`src/rtl/mdu_hilo_if.sv`:
```
// mdu_hilo_if: operand/control inputs and HI/LO result bundle for mdu_hilo.
// The divzero signal exists only when MDU_DIVZERO_EN is defined.
interface mdu_hilo_if #(
  parameter int WIDTH = 32
);
  logic             start;
  logic [1:0]       op;
  logic [WIDTH-1:0] SrcA;
  logic [WIDTH-1:0] SrcB;
  logic             hi_we;
  logic             lo_we;
  logic [WIDTH-1:0] WD;
  logic             busy;
  logic             done;
  logic [WIDTH-1:0] HI;
  logic [WIDTH-1:0] LO;
`ifdef MDU_DIVZERO_EN
  logic             divzero;

  modport master (
    output start, op, SrcA, SrcB, hi_we, lo_we, WD,
    input  busy, done, HI, LO, divzero
  );
  modport slave (
    input  start, op, SrcA, SrcB, hi_we, lo_we, WD,
    output busy, done, HI, LO, divzero
  );
`else
  modport master (
    output start, op, SrcA, SrcB, hi_we, lo_we, WD,
    input  busy, done, HI, LO
  );
  modport slave (
    input  start, op, SrcA, SrcB, hi_we, lo_we, WD,
    output busy, done, HI, LO
  );
`endif
endinterface

```
`src/rtl/mdu_hilo.sv`:
```
// mdu_hilo: multi-cycle MULT/MULTU/DIV/DIVU unit owning the HI/LO registers.
// Define MDU_DIVZERO_EN to flag divide-by-zero on divzero instead of writing a fixed result.
module mdu_hilo #(
  parameter int WIDTH = 32
) (
  input logic       clk,
  input logic       reset_n,
  mdu_hilo_if.slave bus
);
  localparam int CW = $clog2(WIDTH) + 1;

  typedef enum logic [1:0] {
    S_IDLE = 2'd0,
    S_CALC = 2'd1,
    S_FIX  = 2'd2
  } state_t;

  state_t             r_state;
  state_t             w_state_nxt;
  logic [CW-1:0]      r_cnt;
  logic               r_div;
  logic [WIDTH-1:0]   r_a;
  logic [WIDTH-1:0]   r_b;
  logic [2*WIDTH-1:0] r_acc;
  logic               r_neg;
  logic               r_rem_neg;
  logic               r_busy;
  logic               r_done;
  logic [WIDTH-1:0]   r_hi;
  logic [WIDTH-1:0]   r_lo;

  logic               w_signed;
  logic [WIDTH-1:0]   w_a_mag;
  logic [WIDTH-1:0]   w_b_mag;
  logic [WIDTH:0]     w_mul_sum;
  logic [WIDTH:0]     w_div_trial;
  logic [2*WIDTH-1:0] w_acc_step;
  logic [2*WIDTH-1:0] w_prod;
  logic [WIDTH-1:0]   w_quo;
  logic [WIDTH-1:0]   w_rem;
  logic               w_div0;

  assign w_signed    = ~bus.op[0];
  assign w_a_mag     = (w_signed && bus.SrcA[WIDTH-1]) ? -bus.SrcA : bus.SrcA;
  assign w_b_mag     = (w_signed && bus.SrcB[WIDTH-1]) ? -bus.SrcB : bus.SrcB;
  assign w_mul_sum   = {1'b0, r_acc[2*WIDTH-1:WIDTH]} + (r_b[0] ? {1'b0, r_a} : {(WIDTH+1){1'b0}});
  assign w_div_trial = r_acc[2*WIDTH-1:WIDTH-1] - {1'b0, r_b};
  assign w_prod      = r_neg ? -r_acc : r_acc;
  assign w_quo       = r_neg ? -r_acc[WIDTH-1:0] : r_acc[WIDTH-1:0];
  assign w_rem       = r_rem_neg ? -r_acc[2*WIDTH-1:WIDTH] : r_acc[2*WIDTH-1:WIDTH];
  assign w_div0      = r_div & (r_b == {WIDTH{1'b0}});

`ifdef MDU_DIVZERO_EN
  logic r_divz;
  assign bus.divzero = r_divz;
`else
  // Un-negating the dividend magnitude recovers the raw SrcA captured at start.
  logic [WIDTH-1:0] w_a_raw;
  assign w_a_raw = r_rem_neg ? -r_a : r_a;
`endif

  assign bus.busy = r_busy;
  assign bus.done = r_done;
  assign bus.HI   = r_hi;
  assign bus.LO   = r_lo;

  // One iteration: shift-add multiply (product fills from the top) or restoring divide.
  always_comb begin
    w_acc_step = r_acc;
    if (r_div) begin
      if (!w_div_trial[WIDTH]) begin
        w_acc_step = {w_div_trial[WIDTH-1:0], r_acc[WIDTH-2:0], 1'b1};
      end else begin
        w_acc_step = {r_acc[2*WIDTH-2:0], 1'b0};
      end
    end else begin
      w_acc_step = {w_mul_sum, r_acc[WIDTH-1:1]};
    end
  end

  // Next-state logic.
  always_comb begin
    w_state_nxt = r_state;
    case (r_state)
      S_IDLE: begin
        if (bus.start) begin
          w_state_nxt = S_CALC;
        end else begin
          w_state_nxt = S_IDLE;
        end
      end
      S_CALC: begin
        if (r_cnt == CW'(WIDTH - 1)) begin
          w_state_nxt = S_FIX;
        end else begin
          w_state_nxt = S_CALC;
        end
      end
      S_FIX:   w_state_nxt = S_IDLE;
      default: w_state_nxt = S_IDLE;
    endcase
  end

  // State register.
  always_ff @(posedge clk or negedge reset_n) begin
    if (!reset_n) begin
      r_state <= S_IDLE;
    end else begin
      r_state <= w_state_nxt;
    end
  end

  // Operand capture, iteration, sign fix-up and HI/LO writes.
  always_ff @(posedge clk or negedge reset_n) begin
    if (!reset_n) begin
      r_cnt     <= {CW{1'b0}};
      r_div     <= 1'b0;
      r_a       <= {WIDTH{1'b0}};
      r_b       <= {WIDTH{1'b0}};
      r_acc     <= {(2*WIDTH){1'b0}};
      r_neg     <= 1'b0;
      r_rem_neg <= 1'b0;
      r_busy    <= 1'b0;
      r_done    <= 1'b0;
      r_hi      <= {WIDTH{1'b0}};
      r_lo      <= {WIDTH{1'b0}};
`ifdef MDU_DIVZERO_EN
      r_divz    <= 1'b0;
`endif
    end else begin
      r_done <= 1'b0;
      r_busy <= (w_state_nxt != S_IDLE);
`ifdef MDU_DIVZERO_EN
      r_divz <= 1'b0;
`endif
      case (r_state)
        S_IDLE: begin
          if (bus.start) begin
            r_div     <= bus.op[1];
            r_a       <= w_a_mag;
            r_b       <= w_b_mag;
            r_neg     <= w_signed & (bus.SrcA[WIDTH-1] ^ bus.SrcB[WIDTH-1]);
            r_rem_neg <= w_signed & bus.SrcA[WIDTH-1];
            r_acc     <= bus.op[1] ? {{WIDTH{1'b0}}, w_a_mag} : {(2*WIDTH){1'b0}};
            r_cnt     <= {CW{1'b0}};
          end else begin
            if (bus.hi_we) begin
              r_hi <= bus.WD;
            end
            if (bus.lo_we) begin
              r_lo <= bus.WD;
            end
          end
        end
        S_CALC: begin
          r_acc <= w_acc_step;
          r_cnt <= r_cnt + CW'(1);
          if (!r_div) begin
            r_b <= r_b >> 1;
          end
        end
        S_FIX: begin
          r_done <= 1'b1;
          if (!r_div) begin
            r_hi <= w_prod[2*WIDTH-1:WIDTH];
            r_lo <= w_prod[WIDTH-1:0];
          end else if (w_div0) begin
`ifdef MDU_DIVZERO_EN
            r_divz <= 1'b1;
`else
            r_lo <= {WIDTH{1'b1}};
            r_hi <= w_a_raw;
`endif
          end else begin
            r_lo <= w_quo;
            r_hi <= w_rem;
          end
        end
        default: begin
          r_done <= 1'b0;
        end
      endcase
    end
  end
endmodule

```
`src/flat_wrapper.sv`:
```
// flat-port wrapper written by rule: the top's interface ports become plain ports
module mdu_hilo_flat 
#(
  parameter int WIDTH = 32
)
  (clk, reset_n, bus_start, bus_op, bus_SrcA, bus_SrcB, bus_hi_we, bus_lo_we, bus_WD, bus_busy, bus_done, bus_HI, bus_LO);
  mdu_hilo_if #(.WIDTH(WIDTH)) bus_i ();
  input logic clk;
  input logic reset_n;
  input wire logic [$bits(bus_i.start)-1:0] bus_start;
  input wire logic [$bits(bus_i.op)-1:0] bus_op;
  input wire logic [$bits(bus_i.SrcA)-1:0] bus_SrcA;
  input wire logic [$bits(bus_i.SrcB)-1:0] bus_SrcB;
  input wire logic [$bits(bus_i.hi_we)-1:0] bus_hi_we;
  input wire logic [$bits(bus_i.lo_we)-1:0] bus_lo_we;
  input wire logic [$bits(bus_i.WD)-1:0] bus_WD;
  output wire logic [$bits(bus_i.busy)-1:0] bus_busy;
  output wire logic [$bits(bus_i.done)-1:0] bus_done;
  output wire logic [$bits(bus_i.HI)-1:0] bus_HI;
  output wire logic [$bits(bus_i.LO)-1:0] bus_LO;
  assign bus_i.start = bus_start;
  assign bus_i.op = bus_op;
  assign bus_i.SrcA = bus_SrcA;
  assign bus_i.SrcB = bus_SrcB;
  assign bus_i.hi_we = bus_hi_we;
  assign bus_i.lo_we = bus_lo_we;
  assign bus_i.WD = bus_WD;
  assign bus_busy = bus_i.busy;
  assign bus_done = bus_i.done;
  assign bus_HI = bus_i.HI;
  assign bus_LO = bus_i.LO;
  mdu_hilo #(.WIDTH(WIDTH)) u_core (.clk(clk), .reset_n(reset_n), .bus(bus_i));
endmodule
```
`config.mk`:
```
export PLATFORM = sky130hd
export DESIGN_NAME = mdu_hilo_flat
export DESIGN_NICKNAME = d
export VERILOG_FILES = /design/src/rtl/mdu_hilo_if.sv /design/src/rtl/mdu_hilo.sv /design/src/flat_wrapper.sv
export SDC_FILE = /design/constraint.sdc
export NUM_CORES = 1
export LEC_CHECK = 0
export CAP_MARGIN = 20
export CORE_UTILIZATION = 45
export DETAILED_ROUTE_END_ITERATION = 8
export PLACE_DENSITY = 0.75
export SYNTH_ARGS = -nofsm -noshare
export SYNTH_HDL_FRONTEND = slang
export SYNTH_SLANG_ARGS = --single-unit
```
`constraint.sdc`:
```
create_clock -name clk -period 4.6 [get_ports clk]
set_clock_uncertainty 0.05 [all_clocks]
set_input_delay 0.92 -clock clk [delete_from_list [all_inputs] [get_ports clk]]
set_output_delay 0.92 -clock clk [all_outputs]
set_load 0.05 [all_outputs]
```
# Yosys cells after proc, flatten, opt, wreduce, memory -nomap -nowiden
# Cells that the tools add are included.
totals:
  input_bits: 103
  output_inout_bits: 66
  regBits: 205
  word_cells: 77
classes:
  addsub: 9
  mux: 31
  bitwise: 5
  n_reduce_logical: 12
  eq_ne: 8
ops:
  columns: ["operator", "n"]
  rows:
  - ["two-way mux 32 bit", 17]
  - ["two-way mux 64 bit", 4]
  - ["one-hot mux 32 bit (2 select lines)", 3]
  - ["negation 32 bit", 5]
  - ["one-hot mux 64 bit (2 select lines)", 1]
  - ["negation 64 bit", 1]
  - ["adder 32 x 33 -> 33 bit", 1]
  - ["subtractor 33 x 32 -> 33 bit", 1]
  - ["logical NOT 32 bit", 1]
  - ["one-hot mux 6 bit (2 select lines)", 1]
  - ["!= test 2 bit (second input constant)", 5]
  - ["AND reduction 3 bit", 3]
  - ["adder 6 x 1 -> 6 bit (second input constant)", 1]
  - ["equality test 6 x 5 -> 1 bit (second input constant)", 1]
  - ["two-way mux 6 bit", 1]
  - ["nonzero test 2 bit", 3]
  - ["one-hot mux 2 bit (2 select lines)", 1]
  - ["AND reduction 2 bit", 2]
  - ["AND 1 bit", 3]
  - ["equality test 2 x 1 -> 1 bit (second input constant)", 1]
  - ["equality test 2 bit (second input constant)", 1]
  - ["logical AND 1 bit", 2]
  - ["logical NOT 2 bit", 1]
  - ["two-way mux 1 bit", 2]
  - ["other kinds (3)", 3]

# Logic depth before layout (Yosys ltp)
# Gate-level depths: netlist of run 1.
logic_depth:
  depth_word: 6
  mapped_depth: 13
  depth_no_buf: 13

# Worst setup path after synthesis of run 1
# Ideal clock, no wire load.
synth_path:
  path_kind: "register to register"
  startpoint: "reg u_core.r_acc[32]"
  endpoint: "reg u_core.r_hi[30] (netlist: u_core.bus.HI[30])"
  setup_slack_ps: 1216
  n_path_buf: 1
  period_less_slack_ps: 3384
  required_time_ps: 4407
  arrival_ps: 3191
  stages_incl_launch_ff: 12
  setup_time_ps: 143
  path_cell_list: "dfrtp_1 inv_1 ha_1 or3b_2 nand2b_1 or4_1 buf_2 or4_1 or2_2 o21ai_2 xor2_1 o221ai_1"
synth_via:
  elab_chain_len: 5
  elab_cells_between_ends: 7
  classes_between: "add/sub: 2; mux: 5"
synth_rtl:
  columns: ["element", "line_no", "rtl"]
  rows:
  - ["from (decl)", "mdu_hilo.sv:24", "logic [2*WIDTH-1:0] r_acc;"]
  - ["from (signal assigned)", "mdu_hilo.sv:120", "r_acc <= {(2*WIDTH){1'b0}};"]
  - ["from (signal assigned)", "mdu_hilo.sv:144", "r_acc <= bus.op[1] ? {{WIDTH{1'b0}}, w_a_mag} : {(2*WIDTH){1'b0}};"]
  - ["from (signal assigned)", "mdu_hilo.sv:156", "r_acc <= w_acc_step;"]
  - ["negation 32 bit", "mdu_hilo.sv:50", "assign w_rem = r_rem_neg ? -r_acc[2*WIDTH-1:WIDTH] : r_acc[2*WIDTH-1:WIDTH];"]
  - ["two-way mux 32 bit", "mdu_hilo.sv:50", null]
  - ["two-way mux 32 bit", "mdu_hilo.sv:167", "end else if (w_div0) begin"]
  - ["two-way mux 32 bit (*)", "mdu_hilo.sv:164", "if (!r_div) begin"]
  - ["one-hot mux 32 bit (2 select lines) (*)", "mdu_hilo.sv:136", "case (r_state)"]
  - ["to (signal assigned)", "mdu_hilo.sv:165", "r_hi <= w_prod[2*WIDTH-1:WIDTH];"]
  - ["to (signal assigned)", "mdu_hilo.sv:172", "r_hi <= w_a_raw;"]
  - ["to (signal assigned)", "mdu_hilo.sv:176", "r_hi <= w_rem;"]
  - ["to (decl)", "mdu_hilo.sv:29", "logic [WIDTH-1:0] r_hi;"]
# Every way passes the cells marked *; elsewhere a longest branch is shown, timed or not.
# A chain may end at the register's enable or synchronous reset.

# Worst setup path after layout of run 1
layout_path:
  startpoint: "reg u_core.r_acc[18]"
  endpoint: "reg u_core.r_hi[9] (netlist: u_core.bus.HI[9])"
layout_via:
  elab_chain_len: 4
layout_rtl:
  columns: ["element", "line_no", "rtl"]
  rows:
  - ["negation 64 bit", "mdu_hilo.sv:48", "assign w_prod = r_neg ? -r_acc : r_acc;"]
  - ["two-way mux 64 bit", "mdu_hilo.sv:48", null]
  - ["two-way mux 32 bit", "mdu_hilo.sv:164", null]
  - ["one-hot mux 32 bit (2 select lines)", "mdu_hilo.sv:136", null]
  - ["to (signal assigned)", "mdu_hilo.sv:148", "r_hi <= bus.WD;"]
  - ["to (signal assigned)", "mdu_hilo.sv:165", null]
  - ["to (signal assigned)", "mdu_hilo.sv:172", null]
# Every way passes these cells.

==> summary.txt, run 1 <==
Pwr
  • Power per cell area: 816 nW/um2
  • Comb pwr share: 0.633
  • Clk pwr share: 0.120
  • Pleak: 0.00818 uW
  • Switching Share: 0.510
  • P_sw: about 8400 uW
  • Reg power frac: 0.248
  • Pint: roughly 8100 uW
  • IR Drop Worst-Case VDD: 0.000354 V

Floorplanning
  • Initial core utilization: 0.458
  • Die area: a little under 40000 um2
  • Core area: 37800 um2
  • Io pins: about 170
  • FP Rows: 71
  • Die width: slightly below 200 um
  • Die Y: 198 um

Setup path
  • Startpoint Class: flop
  • Crit Path Class: flop to flop
  • Arrival time worst endpoint: 4.40 ns
  • CP top delay family: simple AND/OR/NAND/NOR gates
  • Worst path slowest cell: or3_1
  • CP max stage delay: 0.70 ns
  • Crit-path cells: or4_4 -> or4_1 -> or3_1 -> or3_1 -> nand2_1 -> xnor2_1 -> a221oi_1 -> o21ai_0
  • Count of buffer and inverter cells on the critical path: 0
  • Most Frequent Cell on Critical Path: or3_1
  • Worst R2R Setup Slack: 0.57 ns
  • CP Capture Type: flop
  • Crit path max fanout: 11
  • CP required: about 5 ns

CTS
  • Total CTS buffers: 24
  • CTS tree: done
  • Cts hold-fix bufs: 0
  • Post-CTS sizing: 0
  • Max H-tree Level: 1
  • Worst-case clock buffer depth: 3
  • Root Buffer: clkbuf_16
  • Post-CTS Setup Bufs: 0
  • Clk pin slew, worst setup/hold paths: around 0.060 ns
  • Clock sinks: 205
  • Clk Latency, worst-skew pair: 0.57 ns

STA
  • FMAX: between 200 and 250 MHz
  • Final Hold Fails: 0
  • Pins Over Slew Limit: 0
  • Slew @ Worst Pin: ~0.98 ns
  • Final setup viols: 0
  • RSZ-0062 raised after global routing: false
  • Fin crit period: 4.03 ns
  • Setup TNS: 0 ns
  • Final Cycle Share: 0.876
  • Slew margin rel.: 0.344

Place
  • Number of port buffers: around 170
  • DP HPWL: between 40000 and 50000 um
  • GP Congestion: between 0.9 and 1
  • Placed cell area: 19400 um2

Routing
  • WL per Instance: 21.9 um
  • Residual DRC: 0
  • Via/cell ratio: 6.28
  • 1st-pass router iterations: 7
  • Via count: 17395
  • Iteration-0 DRC Markers: 1935
  • Routed Antenna Nets: 0
  • Drt total wl: 60600 um

Yosys
  • Fraction of synthesized cell area in xor and xnor cells: 0.115
  • Post-synthesis sequential area ratio: 0.297
  • Post-Synth Adder-Cell Area: 0.0530
  • Synth warn: 0
  • Synthesized area per cell: between 8 and 9 um2
  • Number of synthesized flops with an enable pin: 0
  • Post-synthesis mux area share: 0.0293
  • Mapped cell area: 17300 um2
  • Post-synthesis register bit count: a little over 200
  • Post-Synth Simple-Gate Area: 0.184
  • Syn_nets: 2331
  • Number of distinct library cells after synthesis: approximately 80
  • Synth Area in Compound Gates: 0.274
  • Asr flop ratio synth: 1.00
  • Commonest register cell after synthesis: dfrtp_1
  • Synth Instances: 2156
  • Main combinational cell family by area after synthesis: compound AO/OA/AOI/OAI gates

GRT
  • Initial antenna violation count: 2
  • Global-route wire length before repair: between 90000 and 100000 um
  • Remaining Overflow, GRT: 0
  • Largest net degree at the start of global routing: 88
  • Via count of the first global-routing pass: 16176
  • All-Layer GR Usage: 0.307

Final layout
  • Filler cells: 3546
  • Final non-filler cell area: 20300 um2
  • Final Core Density: 0.537
  • Antenna Cells: 0
  • Final nets: 2417
  • Layout area overhead: 17.2%
  • Share of cells above drive strength 1: 0.0597

Status
  • Result of the run: finished, final reports clean

Flow run
  • Max-Cap Viols: 0

Worst hold path
  • Min-Delay Path Class: input pin to asynchronous set/reset pin
-- flip-flops by register name, summed over array words and instances (netlist names) --
signal,count
u_core.r_neg,1
u_core.bus.done,1
u_core.r_acc,64
u_core.bus.busy,1
u_core.r_rem_neg,1
u_core.r_div,1
u_core.r_state,2
u_core.r_cnt,6
u_core.r_b,32
u_core.r_a,32
u_core.bus.HI,32
u_core.bus.LO,32
-- stage by stage --
stage | hold WS (ns) | worst slack (ns) | instances | power [uW]
3_3_place_gp | 0.415 | 0.658 | 2724 | 14100
6_report | 0.330 | 0.572 | 2771 | 16500
2_1_floorplan | 0.406 | 1.22 | 2156 | 11200
4_1_cts | 0.384 | 0.734 | 2768 | 16300
3_5_place_dp | 0.421 | 0.675 | 2724 | 14300
5_1_grt | 0.398 | 0.488 | 2771 | 17600
-- kinds of logic (layout without fill, tap and decap cells) --
group                      count (synthesis)  after routing
buffers and inverters                    210            314
DFF                                      205            205
xor gates and xnor gates                 228            228
adders and majority gates                 72             72
AOI/OAI and AO/OA                        736            736
and+or+nand+nor                          656            656
muxes                                     49             49
-- Yosys cell counts (10+ instances only) --
| cell | number | area share |
|---|---|---|
| clkbuf_1 | 136 | 0.030 |
| nand2_1 | 251 | 0.054 |
| o21ai_0 | 221 | 0.064 |
| dfrtp_1 | 205 | 0.30 |
| nor2_1 | 127 | 0.028 |
| mux2i_1 | 45 | 0.026 |
| a221o_1 | 15 | 0.0087 |
| nor3_1 | 27 | 0.0078 |
| and2_1 | 36 | 0.013 |
| nand4_1 | 18 | 0.0065 |
| o211ai_1 | 28 | 0.012 |
| a221oi_1 | 10 | 0.0051 |
| a31oi_1 | 10 | 0.0036 |
| nand3_1 | 32 | 0.0093 |
| xor2_1 | 95 | 0.048 |
| and3_1 | 11 | 0.0040 |
| a21oi_1 | 158 | 0.046 |
| ha_1 | 70 | 0.051 |
| o22ai_1 | 30 | 0.011 |
| inv_1 | 55 | 0.012 |
| nor4_1 | 23 | 0.0083 |
| a21o_1 | 35 | 0.015 |
| or3_1 | 32 | 0.012 |
| nor2b_1 | 16 | 0.0058 |
| o41ai_1 | 16 | 0.0081 |
| or4_1 | 21 | 0.0091 |
| a22oi_1 | 17 | 0.0074 |
| o221ai_1 | 38 | 0.019 |
| o31ai_1 | 37 | 0.016 |
| or2_2 | 11 | 0.0040 |
| a211oi_1 | 13 | 0.0056 |
| xnor2_1 | 133 | 0.067 |
| o21a_1 | 35 | 0.015 |
| nand2b_1 | 27 | 0.0098 |
-- per-layer routing --
| metal | part of all wire | vias up | track usage | routed length [um] |
|---|---|---|---|---|
| met5 | 0.00026 | - | 0 | 16 |
| met4 | 0.034 | 2 | 0.105 | 2050 |
| met3 | 0.091 | 127 | 0.0526 | 5490 |
| met2 | 0.44 | 818 | 0.468 | 26400 |
| met1 | 0.44 | 8402 | 0.437 | 26600 |
| li1 | - | 8046 | - | - |
-- worst paths after layout --
check,end,cells past startpoint,start
setup / recovery,u_core.bus.HI[9],8,u_core.r_acc[18]
max in group asynchronous,u_core.r_acc[55],2,reset_n
hold / removal,u_core.bus.busy,1,reset_n
min in group clk,u_core.bus.LO[20],2,u_core.bus.LO[20]
hold reg to reg,u_core.bus.LO[20],2,u_core.bus.LO[20]
setup reg to reg,u_core.bus.HI[9],8,u_core.r_acc[18]
-- placed cells by master, fill, tap and decap left out, types with 11 or more instances in the layout --
cell type / count
nand3_1: 32
nor2b_1: 15
buf_4: 42
or3_1: 32
a211oi_1: 13
o221ai_1: 38
o31ai_1: 37
a21oi_1: 158
a22oi_1: 17
xnor2_1: 132
a221o_1: 15
nor4_1: 22
or4_1: 21
a21o_1: 35
nand4_1: 18
inv_1: 55
mux2i_1: 45
clkdlybuf4s50_1: 167
o22ai_1: 30
nor3_1: 27
o41ai_1: 16
nand2_1: 250
and3_1: 11
nand2b_1: 27
or2_2: 11
o21ai_0: 221
dfrtp_1: 203
ha_1: 70
o211ai_1: 28
nor2_1: 127
and2_1: 36
xor2_1: 95
clkbuf_16: 24
o21a_1: 35
-- power groups by stage --
stage / logic [uW] / clock network, uW / registers [uW]
final: 10500 / 1980 / 4100
after floorplan: 6890 / 0 / 4310
after CTS: 10300 / 1990 / 4040
after detailed placement: 10200 / 0 / 4070
after global placement: 10100 / 0 / 4040
after global routing: 11400 / 2060 / 4170
-- final cells by class --
cell class / instances / area (um2) / share of cell area
multi-input combinational: 1741 / 11400 / 0.562
tap: 511 / 639 / 0.0315
clock buffer: 34 / 718 / 0.0354
inverter: 57 / 214 / 0.0106
timing repair buffer: 213 / 2070 / 0.102
clock inverter: 10 / 108 / 0.00531
sequential: 205 / 5130 / 0.253
(Power assumes the default switching activity.)
==> run 2, diff against run 1 <==
SLEW_MARGIN = 5   (was default)
==> run 2 against run 1 <==
Cell area barely moved. First-iteration DRC count increased by 2.9%. Power barely moved. Register-to-register slack about the same. Wire length is essentially flat. Die area is the same. Core utilization is essentially flat. Sequential share of layout area is essentially flat. Critical path type unchanged. Critical endpoint unchanged. Largest power group unchanged.
==> summary.txt, run 2 (synthesized netlist as in run 1, its figures left out) <==
Setup path
  • CP max stage delay: about 0.7 ns
  • Worst path slowest cell: or3_1
  • Count of buffer and inverter cells on the critical path: 0
  • Worst R2R Setup Slack: 0.57 ns
  • Most Frequent Cell on Critical Path: or3_1
  • Crit path max fanout: 11
  • Startpoint Class: flop
  • CP required: 4.97 ns
  • CP top delay family: simple AND/OR/NAND/NOR gates
  • Arrival time worst endpoint: 4.39 ns
  • Crit Path Class: flop to flop
  • CP Capture Type: flop
  • Crit-path cells: or4_4 -> or4_1 -> or3_1 -> or3_1 -> nand2_1 -> xnor2_1 -> a221oi_1 -> o21ai_0

Final layout
  • Final nets: 2417
  • Biggest register: u_core.r_acc
  • Final non-filler cell area: slightly above 20000 um2
  • Area of the multi-input gates: about 11000 um2
  • Storage cell area: 5130 um2
  • Filler cells: about 3500
  • Layout area overhead: 17.1%
  • Share of cells above drive strength 1: 0.0597
  • Antenna Cells: 0
  • Commonest non-fill, non-tap cell in the layout: nand2_1
  • Max reg flops: 64
  • Most frequent cells in the layout: nand2_1 (250), o21ai_0 (221), dfrtp_1 (203), clkdlybuf4s50_1 (167), a21oi_1 (158)

GRT
  • All-Layer GR Usage: 0.307
  • Initial antenna violation count: 1
  • Largest net degree at the start of global routing: approximately 90
  • Via count of the first global-routing pass: between 15000 and 20000
  • Global-route wire length before repair: 93700 um
  • Remaining Overflow, GRT: 0

CTS
  • Root Buffer: clkbuf_16
  • Worst-case clock buffer depth: 3
  • Clk Latency, worst-skew pair: 0.57 ns
  • CTS tree: done
  • Clock sinks: 205
  • Total CTS buffers: 24
  • Post-CTS sizing: 0
  • Clk pin slew, worst setup/hold paths: 0.06 ns
  • Max H-tree Level: 1
  • Cts hold-fix bufs: 0
  • Post-CTS Setup Bufs: 0

STA
  • RSZ-0062 raised after global routing: false
  • Final Cycle Share: 0.875
  • Fin crit period: slightly above 4 ns
  • Setup TNS: 0 ns
  • Pins Over Slew Limit: 0
  • Final setup viols: 0
  • Final Hold Fails: 0
  • Slew margin rel.: 0.363
  • Slew @ Worst Pin: between 0.9 and 1 ns
  • FMAX: 248 MHz

Flow run
  • Max-Cap Viols: 0

Routing
  • WL per Instance: 21.9 um
  • Via/cell ratio: 6.31
  • Residual DRC: 0
  • Routed Antenna Nets: 0
  • Drt total wl: 60700 um
  • Via count: 17489
  • 1st-pass router iterations: 6
  • Iteration-0 DRC Markers: around 2000

Pwr
  • Pleak: 0.00818 uW
  • IR Drop Worst-Case VDD: 0.000354 V
  • Power per cell area: 816 nW/um2

Floorplanning
  • Die Y: 198 um
  • Die width: 198 um
  • Io pins: 169
  • Core area: between 30000 and 40000 um2
  • Initial core utilization: 0.458
  • Die area: a little under 40000 um2
  • FP Rows: 71

Worst hold path
  • Min-Delay Path Class: input pin to asynchronous set/reset pin

Place
  • GP Congestion: 0.991
  • Placed cell area: between 15000 and 20000 um2
  • Number of port buffers: 168
  • DP HPWL: 46200 um

Status
  • Result of the run: finished, final reports clean
## run 2: final cells by class
class                      count  area share
clock buffer                  34      0.0354
clock inverter                10     0.00531
inverter                      57      0.0106
multi-input combinational   1741       0.562
sequential                   205       0.253
tap                          511      0.0316
timing repair buffer         213       0.102
## run 2: path summary, 6_finish.rpt
path                                    from                 to  cells past startpoint
setup / recovery            u_core.r_acc[18]   u_core.bus.HI[9]                      8
hold / removal                       reset_n    u_core.bus.busy                      1
setup reg to reg            u_core.r_acc[18]   u_core.bus.HI[9]                      8
hold reg to reg            u_core.bus.LO[20]  u_core.bus.LO[20]                      2
max in group asynchronous            reset_n   u_core.r_acc[55]                      2
min in group clk           u_core.bus.LO[20]  u_core.bus.LO[20]                      2
## run 2: stage by stage
stage	utilization	instances	total power [uW]	hold slack (ns)	worst slack (ns)
2_1_floorplan	-	2156	11200	0.406	1.22
3_3_place_gp	0.513	2724	14100	0.415	0.658
3_5_place_dp	0.513	2724	14300	0.421	0.675
4_1_cts	0.535	2768	16300	0.384	0.734
5_1_grt	0.537	2771	17600	0.398	0.487
6_report	0.537	2771	16500	0.320	0.575
## run 2: worst register-to-register path, stage by stage (launching register included)
cell      delay [ns]
dfrtp_1         0.50
or4_4           0.60
or4_1           0.48
or3_1           0.69
or3_1           0.61
nand2_1         0.13
xnor2_1         0.13
a221oi_1        0.52
o21ai_0         0.17
## run 2: where the power goes
part	internal [uW]	total, uW	switching (uW)
Clock	1150	1970	825
Combinational	4280	10500	6180
Sequential	2670	4100	1430
## run 2: layer usage
layer	GRT usage	routed length, um	vias to the layer above
met2	0.468	26500	826
met3	0.0526	5730	126
li1	-	-	8053
met5	0	0	-
met4	0.105	2090	0
met1	0.437	26300	8484
